### src/rtl/stream_header_framer.sv
// stream_header_framer
//   Buffers an input sample stream in a small FIFO, forwards complete frames
//   (FRAME_START .. FRAME_END) and appends a header after every frame:
//   HEADER_START, HEADER_WORDS x HEADER, HEADER_END. The header carries the
//   frame count, the FRAME_START timestamp and the pixel count.
//
//   dtype codes (dtypes.v):
//     FRAME_START 0x10, FRAME_END 0x20, HEADER_START 0x40, HEADER 0x50,
//     HEADER_END 0x60, pixel types are any code with a bit in mask 0x0F.
//
// Ports
//   clki        in   clock, rising edge
//   reset       in   synchronous active-high reset
//   enable      in   frame-aligned capture enable
//   dvi         in   input valid
//   dtypei      in   input dtype
//   datai       in   input data
//   dvo         out  output valid
//   dtypeo      out  output dtype
//   datao       out  output data
//   overflow    out  sticky: a sample was dropped on a full FIFO
//   frame_count out  number of HEADER_END words emitted
module stream_header_framer #(
    parameter int unsigned STREAM_DATA_WIDTH = 16,
    parameter int unsigned HEADER_WORDS      = 16,
    parameter int unsigned FIFO_DEPTH_LOG2   = 3,
    parameter int unsigned DTYPE_WIDTH       = 8
) (
    input  logic                         clki,
    input  logic                         reset,
    input  logic                         enable,
    input  logic                         dvi,
    input  logic [DTYPE_WIDTH-1:0]       dtypei,
    input  logic [STREAM_DATA_WIDTH-1:0] datai,
    output logic                         dvo,
    output logic [DTYPE_WIDTH-1:0]       dtypeo,
    output logic [STREAM_DATA_WIDTH-1:0] datao,
    output logic                         overflow,
    output logic [31:0]                  frame_count
);

    localparam int unsigned DEPTH   = 1 << FIFO_DEPTH_LOG2;
    localparam int unsigned ENTRY_W = DTYPE_WIDTH + STREAM_DATA_WIDTH;
    localparam int unsigned CNT_W   = FIFO_DEPTH_LOG2 + 1;
    localparam int unsigned WIDX_W  = (HEADER_WORDS > 1) ? $clog2(HEADER_WORDS) : 1;

    localparam logic [DTYPE_WIDTH-1:0] DTYPE_FRAME_START  = DTYPE_WIDTH'(8'h10);
    localparam logic [DTYPE_WIDTH-1:0] DTYPE_FRAME_END    = DTYPE_WIDTH'(8'h20);
    localparam logic [DTYPE_WIDTH-1:0] DTYPE_HEADER_START = DTYPE_WIDTH'(8'h40);
    localparam logic [DTYPE_WIDTH-1:0] DTYPE_HEADER       = DTYPE_WIDTH'(8'h50);
    localparam logic [DTYPE_WIDTH-1:0] DTYPE_HEADER_END   = DTYPE_WIDTH'(8'h60);
    localparam logic [DTYPE_WIDTH-1:0] DTYPE_PIXEL_MASK   = DTYPE_WIDTH'(8'h0F);

    typedef enum logic [2:0] {
        ST_IDLE,
        ST_FRAME,
        ST_HDR_START,
        ST_HDR_DATA,
        ST_HDR_END
    } state_t;

    state_t                       state;
    logic [WIDX_W-1:0]            word_idx;
    logic [31:0]                  ts_counter;
    logic [31:0]                  timestamp;
    logic [31:0]                  pixel_count;

    logic [ENTRY_W-1:0]           mem [DEPTH];
    logic [FIFO_DEPTH_LOG2-1:0]   wr_ptr;
    logic [FIFO_DEPTH_LOG2-1:0]   rd_ptr;
    logic [CNT_W-1:0]             count;

    logic                         fifo_full_c;
    logic                         fifo_empty_c;
    logic                         wr_en_c;
    logic                         rd_en_c;
    logic [DTYPE_WIDTH-1:0]       head_dtype_c;
    logic [STREAM_DATA_WIDTH-1:0] head_data_c;
    logic [STREAM_DATA_WIDTH-1:0] hdr_word_c;

    // Full/empty come from the registered count, so a sample written this
    // cycle is popped no earlier than the next one.
    assign fifo_full_c  = (count == CNT_W'(DEPTH));
    assign fifo_empty_c = (count == '0);
    assign wr_en_c      = dvi && !fifo_full_c;
    assign rd_en_c      = ((state == ST_IDLE) || (state == ST_FRAME)) && !fifo_empty_c;
    assign {head_dtype_c, head_data_c} = mem[rd_ptr];

    // FIFO storage
    always_ff @(posedge clki) begin
        if (wr_en_c) begin
            mem[wr_ptr] <= {dtypei, datai};
        end
    end

    // FIFO pointers, occupancy and sticky overflow
    always_ff @(posedge clki) begin
        if (reset) begin
            wr_ptr   <= '0;
            rd_ptr   <= '0;
            count    <= '0;
            overflow <= 1'b0;
        end else begin
            if (wr_en_c) begin
                wr_ptr <= wr_ptr + FIFO_DEPTH_LOG2'(1);
            end
            if (rd_en_c) begin
                rd_ptr <= rd_ptr + FIFO_DEPTH_LOG2'(1);
            end
            case ({wr_en_c, rd_en_c})
                2'b10:   count <= count + CNT_W'(1);
                2'b01:   count <= count - CNT_W'(1);
                default: ;
            endcase
            if (dvi && fifo_full_c) begin
                overflow <= 1'b1;
            end
        end
    end

    // Header payload word for the current word index; unused words are zero
    always_comb begin
        hdr_word_c = '0;
        if (STREAM_DATA_WIDTH == 32) begin
            case (word_idx)
                WIDX_W'(0): hdr_word_c = STREAM_DATA_WIDTH'(frame_count);
                WIDX_W'(1): hdr_word_c = STREAM_DATA_WIDTH'(timestamp);
                WIDX_W'(2): hdr_word_c = STREAM_DATA_WIDTH'(pixel_count);
                default:    hdr_word_c = '0;
            endcase
        end else begin
            case (word_idx)
                WIDX_W'(0): hdr_word_c = STREAM_DATA_WIDTH'(frame_count[15:0]);
                WIDX_W'(1): hdr_word_c = STREAM_DATA_WIDTH'(frame_count[31:16]);
                WIDX_W'(2): hdr_word_c = STREAM_DATA_WIDTH'(timestamp[15:0]);
                WIDX_W'(3): hdr_word_c = STREAM_DATA_WIDTH'(timestamp[31:16]);
                WIDX_W'(4): hdr_word_c = STREAM_DATA_WIDTH'(pixel_count[15:0]);
                WIDX_W'(5): hdr_word_c = STREAM_DATA_WIDTH'(pixel_count[31:16]);
                default:    hdr_word_c = '0;
            endcase
        end
    end

    // Framing FSM with registered stream outputs
    always_ff @(posedge clki) begin
        if (reset) begin
            state       <= ST_IDLE;
            dvo         <= 1'b0;
            dtypeo      <= '0;
            datao       <= '0;
            frame_count <= '0;
            ts_counter  <= '0;
            timestamp   <= '0;
            pixel_count <= '0;
            word_idx    <= '0;
        end else begin
            ts_counter <= ts_counter + 32'd1;
            dvo        <= 1'b0;
            case (state)
                ST_IDLE: begin
                    // Everything is discarded until an enabled FRAME_START
                    if (rd_en_c && enable && (head_dtype_c == DTYPE_FRAME_START)) begin
                        state       <= ST_FRAME;
                        dvo         <= 1'b1;
                        dtypeo      <= head_dtype_c;
                        datao       <= head_data_c;
                        timestamp   <= ts_counter;
                        pixel_count <= '0;
                    end
                end
                ST_FRAME: begin
                    // enable is ignored here so a frame is never truncated
                    if (rd_en_c) begin
                        dvo    <= 1'b1;
                        dtypeo <= head_dtype_c;
                        datao  <= head_data_c;
                        if (head_dtype_c == DTYPE_FRAME_START) begin
                            timestamp   <= ts_counter;
                            pixel_count <= '0;
                        end else if (head_dtype_c == DTYPE_FRAME_END) begin
                            state <= ST_HDR_START;
                        end else if (|(head_dtype_c & DTYPE_PIXEL_MASK)) begin
                            pixel_count <= pixel_count + 32'd1;
                        end
                    end
                end
                ST_HDR_START: begin
                    dvo      <= 1'b1;
                    dtypeo   <= DTYPE_HEADER_START;
                    datao    <= '0;
                    word_idx <= '0;
                    state    <= ST_HDR_DATA;
                end
                ST_HDR_DATA: begin
                    dvo      <= 1'b1;
                    dtypeo   <= DTYPE_HEADER;
                    datao    <= hdr_word_c;
                    word_idx <= word_idx + WIDX_W'(1);
                    if (word_idx == WIDX_W'(HEADER_WORDS - 1)) begin
                        state <= ST_HDR_END;
                    end
                end
                ST_HDR_END: begin
                    dvo         <= 1'b1;
                    dtypeo      <= DTYPE_HEADER_END;
                    datao       <= '0;
                    frame_count <= frame_count + 32'd1;
                    state       <= enable ? ST_FRAME : ST_IDLE;
                end
                default: state <= ST_IDLE;
            endcase
        end
    end

endmodule
### config.mk
export PLATFORM = sky130hd
export DESIGN_NAME = stream_header_framer
export DESIGN_NICKNAME = d
export VERILOG_FILES = /design/src/rtl/stream_header_framer.sv
export SDC_FILE = /design/constraint.sdc
export NUM_CORES = 1
export LEC_CHECK = 0
export BUFFER_PORTS_ARGS = -buffer_cell sky130_fd_sc_hd__clkbuf_2
export CAP_MARGIN = 10
export CORE_MARGIN = 10
export CORE_UTILIZATION = 51
export DETAILED_ROUTE_END_ITERATION = 12
export MAX_ROUTING_LAYER = met4
export PLACE_DENSITY = 0.79
export SETUP_SLACK_MARGIN = 0.3
export SLEW_MARGIN = 20
export SYNTH_ARGS = -nofsm -noshare
export SYNTH_HDL_FRONTEND = slang
export SYNTH_SLANG_ARGS = --single-unit
export TNS_END_PERCENT = 5
### constraint.sdc
create_clock -name clki -period 6.5 [get_ports clki]
set_clock_uncertainty 0.1 [all_clocks]
set_input_delay 1.625 -clock clki [delete_from_list [all_inputs] [get_ports clki]]
set_output_delay 1.625 -clock clki [all_outputs]
set_load 0.02 [all_outputs]
==> After elaboration in Yosys (flattened, before gate mapping) <==
Memories as Yosys holds them, arrays and structs flattened. A register that Yosys moved wholly into a read port is not among the register bits.
Cells that the tools add are included.
{ "totals": {"ramBits": 192, "in_bits": 28, "elab_cells": 102, "n_memories": 1, "regBits": 171} }
{ "classes": {"reduce_logical": 24, "muxes": 33, "addsub": 8, "eq_ne": 23} }
{ "memory_table": {"columns": ["name", "words", "width", "read_ports", "rd_clocked_by_memory_dff", "wr", "line", "source"], "rows": [
  ["mem", 8, 24, 1, 1, 1, "68", "logic [ENTRY_W-1:0] mem [DEPTH];"]
]} }
{ "op_table": {"columns": ["op", "n"], "rows": [
  ["two-way mux 32 bit", 8],
  ["case mux 32 bit (2 select lines)", 2],
  ["adder 32 x 1 -> 32 bit, second input constant", 3],
  ["case mux 16 bit (6 select lines)", 1],
  ["case mux 16 bit (4 select lines)", 1],
  ["case mux 8 bit (5 select lines)", 1],
  ["two-way mux 16 bit", 2],
  ["two-way mux 3 bit", 7],
  ["two-way mux 8 bit", 2],
  ["case mux 4 bit (2 select lines)", 2],
  ["case mux 3 bit (5 select lines)", 1],
  ["AND reduction 5 bit", 2],
  ["adder 4 x 1 -> 4 bit, second input constant", 2],
  ["== test 4 x 2 -> 1 bit, second input constant", 2],
  ["== test 4 x 3 -> 1 bit, second input constant", 2],
  ["== test 4 bit, second input constant", 2],
  ["== test 8 x 5 -> 1 bit, second input constant", 1],
  ["== test 8 x 6 -> 1 bit, second input constant", 1],
  ["zero test 4 bit", 2],
  ["adder 3 x 1 -> 3 bit, second input constant", 2],
  ["== test 3 x 2 -> 1 bit, second input constant", 2],
  ["inequality test 2 x 1 -> 1 bit, second input constant", 3],
  ["inequality test 2 bit, second input constant", 3],
  ["AND reduction 3 bit", 2],
  ["21 further kinds", 32]
]} }

==> Longest topological paths before layout <==
{ "depth": {"ltp_word": 7, "ltp_mapped": 13, "depth_no_buf": 11} }

==> Worst setup path after synthesis <==
OpenSTA, ideal clock, no wires.
{ "synth_path": {"path_kind": "input to register", "startpoint": "in dvi", "endpoint": "mem mem[0][0] in the netlist's numbering, enable pin", "t_required_ns": 5.934, "stages": 4, "path_slack_ns": 1.503, "setup_ns": 0.466, "t_arrival_ns": 4.431, "path_cell_list": "inv_1 > nor2_1 > inv_1 > nor4_1"} }
{ "synth_via": {"elab_chain_len": 3} }
{ "synth_lines": {"columns": ["item", "line", "source"], "rows": [
  ["start: declaration", "32", "input logic dvi,"],
  ["logical AND 1 bit", "85", "assign wr_en_c = dvi && !fifo_full_c;"],
  ["two-way mux 1 bit", "91", "if (wr_en_c) begin"],
  ["two-way mux 1 bit (not written as such)", "92", "mem[wr_ptr] <= {dtypei, datai};"],
  ["end: declaration", "68", null]
]} }
Every way passes these cells.

==> impl_metrics.csv <==
group,metric,value,unit
status,status,"finished, final reports clean",
clocking,postCtsHoldBufs,0,
synthesis,synth_xor_area_share,3.63,%
clocking,cts_max_path_buffers,3,
clocking,tritoncts,"done",
sta,period_needed,4.06,ns
sta,rsz0062_at_grt,"no",
power,clockPowerShare,37.6,%
synthesis,synthFlopType,"edfxtp_1",
synthesis,synthTopCellsByArea,"edfxtp_1, dfxtp_1, mux4_2, mux2i_1, nor2_1",
global_routing,first_global_vias,10600,
placed_design,place_area,16500,sq um
detailed_routing,drt_pass1_iterations,5,
synthesis,syn_inst,1295,
detailed_routing,dr.first_iter.drc_count,1042,
die,dieArea,38100,sq um
worst_setup_path,path_max_fanout,48,
clocking,clock_latency,0.54,ns
worst_setup_path,worstSetupPathType,"reg2reg",
clocking,root_buffer,"clkbuf_16",
worst_setup_path,cp_data_required_time,6.77,ns
sta,slew_headroom,23.6,%
power,intPower,4150,uW
power,power_frac_seq,47.6,%
worst_setup_path,r2r_slack,2.44,ns
clocking,cts.sinks,366,
detailed_routing,ant_nets,0,
power,combPwrFrac,14.8,%
global_routing,grt.overflow.total,0,
die,coreArea,30400,sq um
synthesis,synth_compound_area_share,8.86,%
die,rows,64,
hold_path,worstHoldPathType,"reg2reg",
die,start_util,51.5,%
worst_setup_path,worstPathArrival,4.33,ns
worst_setup_path,r2r_cells,6,
synthesis,synthSimpleGateAreaFrac,13.6,%
global_routing,grt_pass1_wl,60100,um
global_routing,grt_antenna_before_repair,2,
final_layout,drive_above_1_share,17.8,%
power,ir_worst_vdd,267,uV
die,die_h,195,um
detailed_routing,wirelength,38500,um
sta,worst_slew_pin_slew,1.14,ns
power,leakagePower,0.00606,uW
synthesis,muxShareOfSynthArea,11.5,%
hold_path,min_to,"ts_counter[0]",
synthesis,syn_nets,1334,
die,io-pin-count,86,
synthesis,synth_top_family_by_area,"simple AND/OR/NAND/NOR gates",
synthesis,synthAdderAreaFrac,0.878,%
clocking,cts_setup_buffers,0,
synthesis,yosysWarnings,0,
hold_path,hp-start,"ts_counter[0]",
synthesis,synthArstFlopShare,0,%
placed_design,numPortBuffers,85,
clocking,htreeDepth,2,
final_layout,final_cells,1786,
placed_design,dp_hpwl,24700,um
final_layout,syn2layout_area_growth,13.2,%
synthesis,yosysTopAreaCell,"edfxtp_1",
hold_path,worstHoldPathCells,1,
power,netSwitchingPower,1510,uW
power,p_sw_share,26.7,%
clocking,cts_made_buffers,39,
synthesis,synth_common_cells,"edfxtp_1, dfxtp_1, nor2_1, nand2_1, clkbuf_1",
synthesis,yosysTopAreaCellShare,36.8,%
global_routing,track_usage,20.2,%
power,cellPowerDensity,319,nW/um^2
sta,maxSlewViolCount,0,
die,die-width,195,um
detailed_routing,drt-vias-per-instance,6.19,
worst_setup_path,reg2reg_to,"pixel_count[3]",
worst_setup_path,startpoint_type,"flip-flop",
job,maxCapViolations,0,
synthesis,synth_edf_count,192,
detailed_routing,vias,11100,
sta,tns,0,ns
placed_design,dp.cells,1714,
detailed_routing,routedWlPerCell,21.6,um
clocking,clk_pin_slew,0.06,ns
worst_setup_path,cp-end-kind,"flip-flop",
synthesis,avgSynthCellArea,12.1,sq um
sta,hold_viol,0,
synthesis,yosysUniqueCellTypes,59,
detailed_routing,drc,0,
placed_design,gp_congestion,0.890,
final_layout,final_nets,1399,
clocking,cts_resized,0,
synthesis,yosysMostFrequentCell,"edfxtp_1",
sta,fin_crit_sh,62.5,%
synthesis,ys_seq_elements,366,
synthesis,ys_seq_area_share,59.0,%
sta,setup_viol,0,
synthesis,synth_area,15700,sq um
final_layout,design_area,17700,sq um
sta,max_freq,0.246,GHz
global_routing,grt_max_degree,93,
-- worst max-delay path: stages (launching register included) --
cell      delay [ns]
dfxtp_4         0.97
mux4_2          0.60
mux2_2          0.33
nor4b_4         0.59
o21ai_2         0.31
nor2_1          0.75
a311oi_1        0.22
-- metal layers --
metal	up-vias	GRT usage, %	share of wire, %
li1	5049	-	-
met1	5396	25.0	40
met2	528	31.7	47
met3	83	5.12	9.5
met4	0	7.04	3.3
met5	-	-	0
-- placed cells by master, fill, tap and decap left out, types with 6 or more instances in the layout --
cell	netlist	routed
buf_4	0	19
o2bb2ai_1	11	11
nor2_1	130	126
mux4_2	48	48
ha_1	11	11
nand4_1	37	37
edfxtp_1	192	192
a21oi_1	58	57
a22oi_1	32	32
nor3_1	37	33
nor4_1	14	12
inv_1	18	18
clkbuf_16	0	39
dfxtp_1	174	171
and4_1	7	7
a211oi_1	26	25
a311oi_1	11	11
mux2i_1	53	53
clkinv_1	2	12
nand3_1	56	56
a31oi_1	14	14
clkbuf_2	0	84
xnor2_1	23	23
and3_1	18	18
clkbuf_1	65	6
or3_1	7	7
o21ai_0	29	29
xor2_1	42	42
nand2b_1	10	10
nand2_1	73	73
mux2_2	17	17
-- power by group through the flow --
| stage | Sequential (uW) | Clock, uW | Combinational (uW) |
|---|---|---|---|
| after floorplan | 2610 | 0 | 728 |
| after global placement | 2740 | 0 | 798 |
| after detailed placement | 2750 | 0 | 818 |
| after CTS | 2700 | 2150 | 830 |
| after global routing | 2710 | 2250 | 898 |
| final | 2690 | 2130 | 839 |
-- worst max path at each step --
| stage | end | slack [ns] | cells past startpoint |
|---|---|---|---|
| after floorplan | mem[0][0] | 1.50 | 4 |
| after global placement | datao[3] | 2.31 | 6 |
| after detailed placement | dtypeo[3] | 2.20 | 6 |
| after CTS | datao[4] | 2.16 | 6 |
| after global routing | pixel_count[3] | 2.09 | 6 |
| final | pixel_count[3] | 2.44 | 6 |
-- cells by family after synthesis --
group | after synthesis
adders and majority gates | 11
and+or+nand+nor | 425
buffers and inverters | 100
xor gates and xnor gates | 65
AOI/OAI and AO/OA | 210
muxes | 118
DFF | 366
-- flip-flops by register name, indices dropped and copies added (netlist names), named ones only --
register / flops
state: 3
timestamp: 32
word_idx: 4
count: 4
frame_count: 32
dtypeo: 8
mem: 192
datao: 16
ts_counter: 32
dvo: 1
rd_ptr: 3
pixel_count: 32
wr_ptr: 3
overflow: 1
-- metrics by stage --
step	power, uW	hold slack [ns]	utilization, %	setup slack [ns]
after floorplan	3340	0.329	-	1.50
after global placement	3530	0.348	54.2	2.31
after detailed placement	3560	0.359	54.2	2.20
after CTS	5680	0.384	58.2	2.16
after global routing	5860	0.394	58.3	2.09
final	5660	0.383	58.3	2.44
-- area by class of cell --
class	count	area [sq um]
fill	2388	12700
sequential	366	9260
multi-input combinational	829	6110
clock buffer	50	1070
timing repair buffer	104	574
tap	396	495
clock inverter	19	158
inverter	20	75.1
antenna	2	5.00
Note: power is estimated with default switching activity, not from simulation.
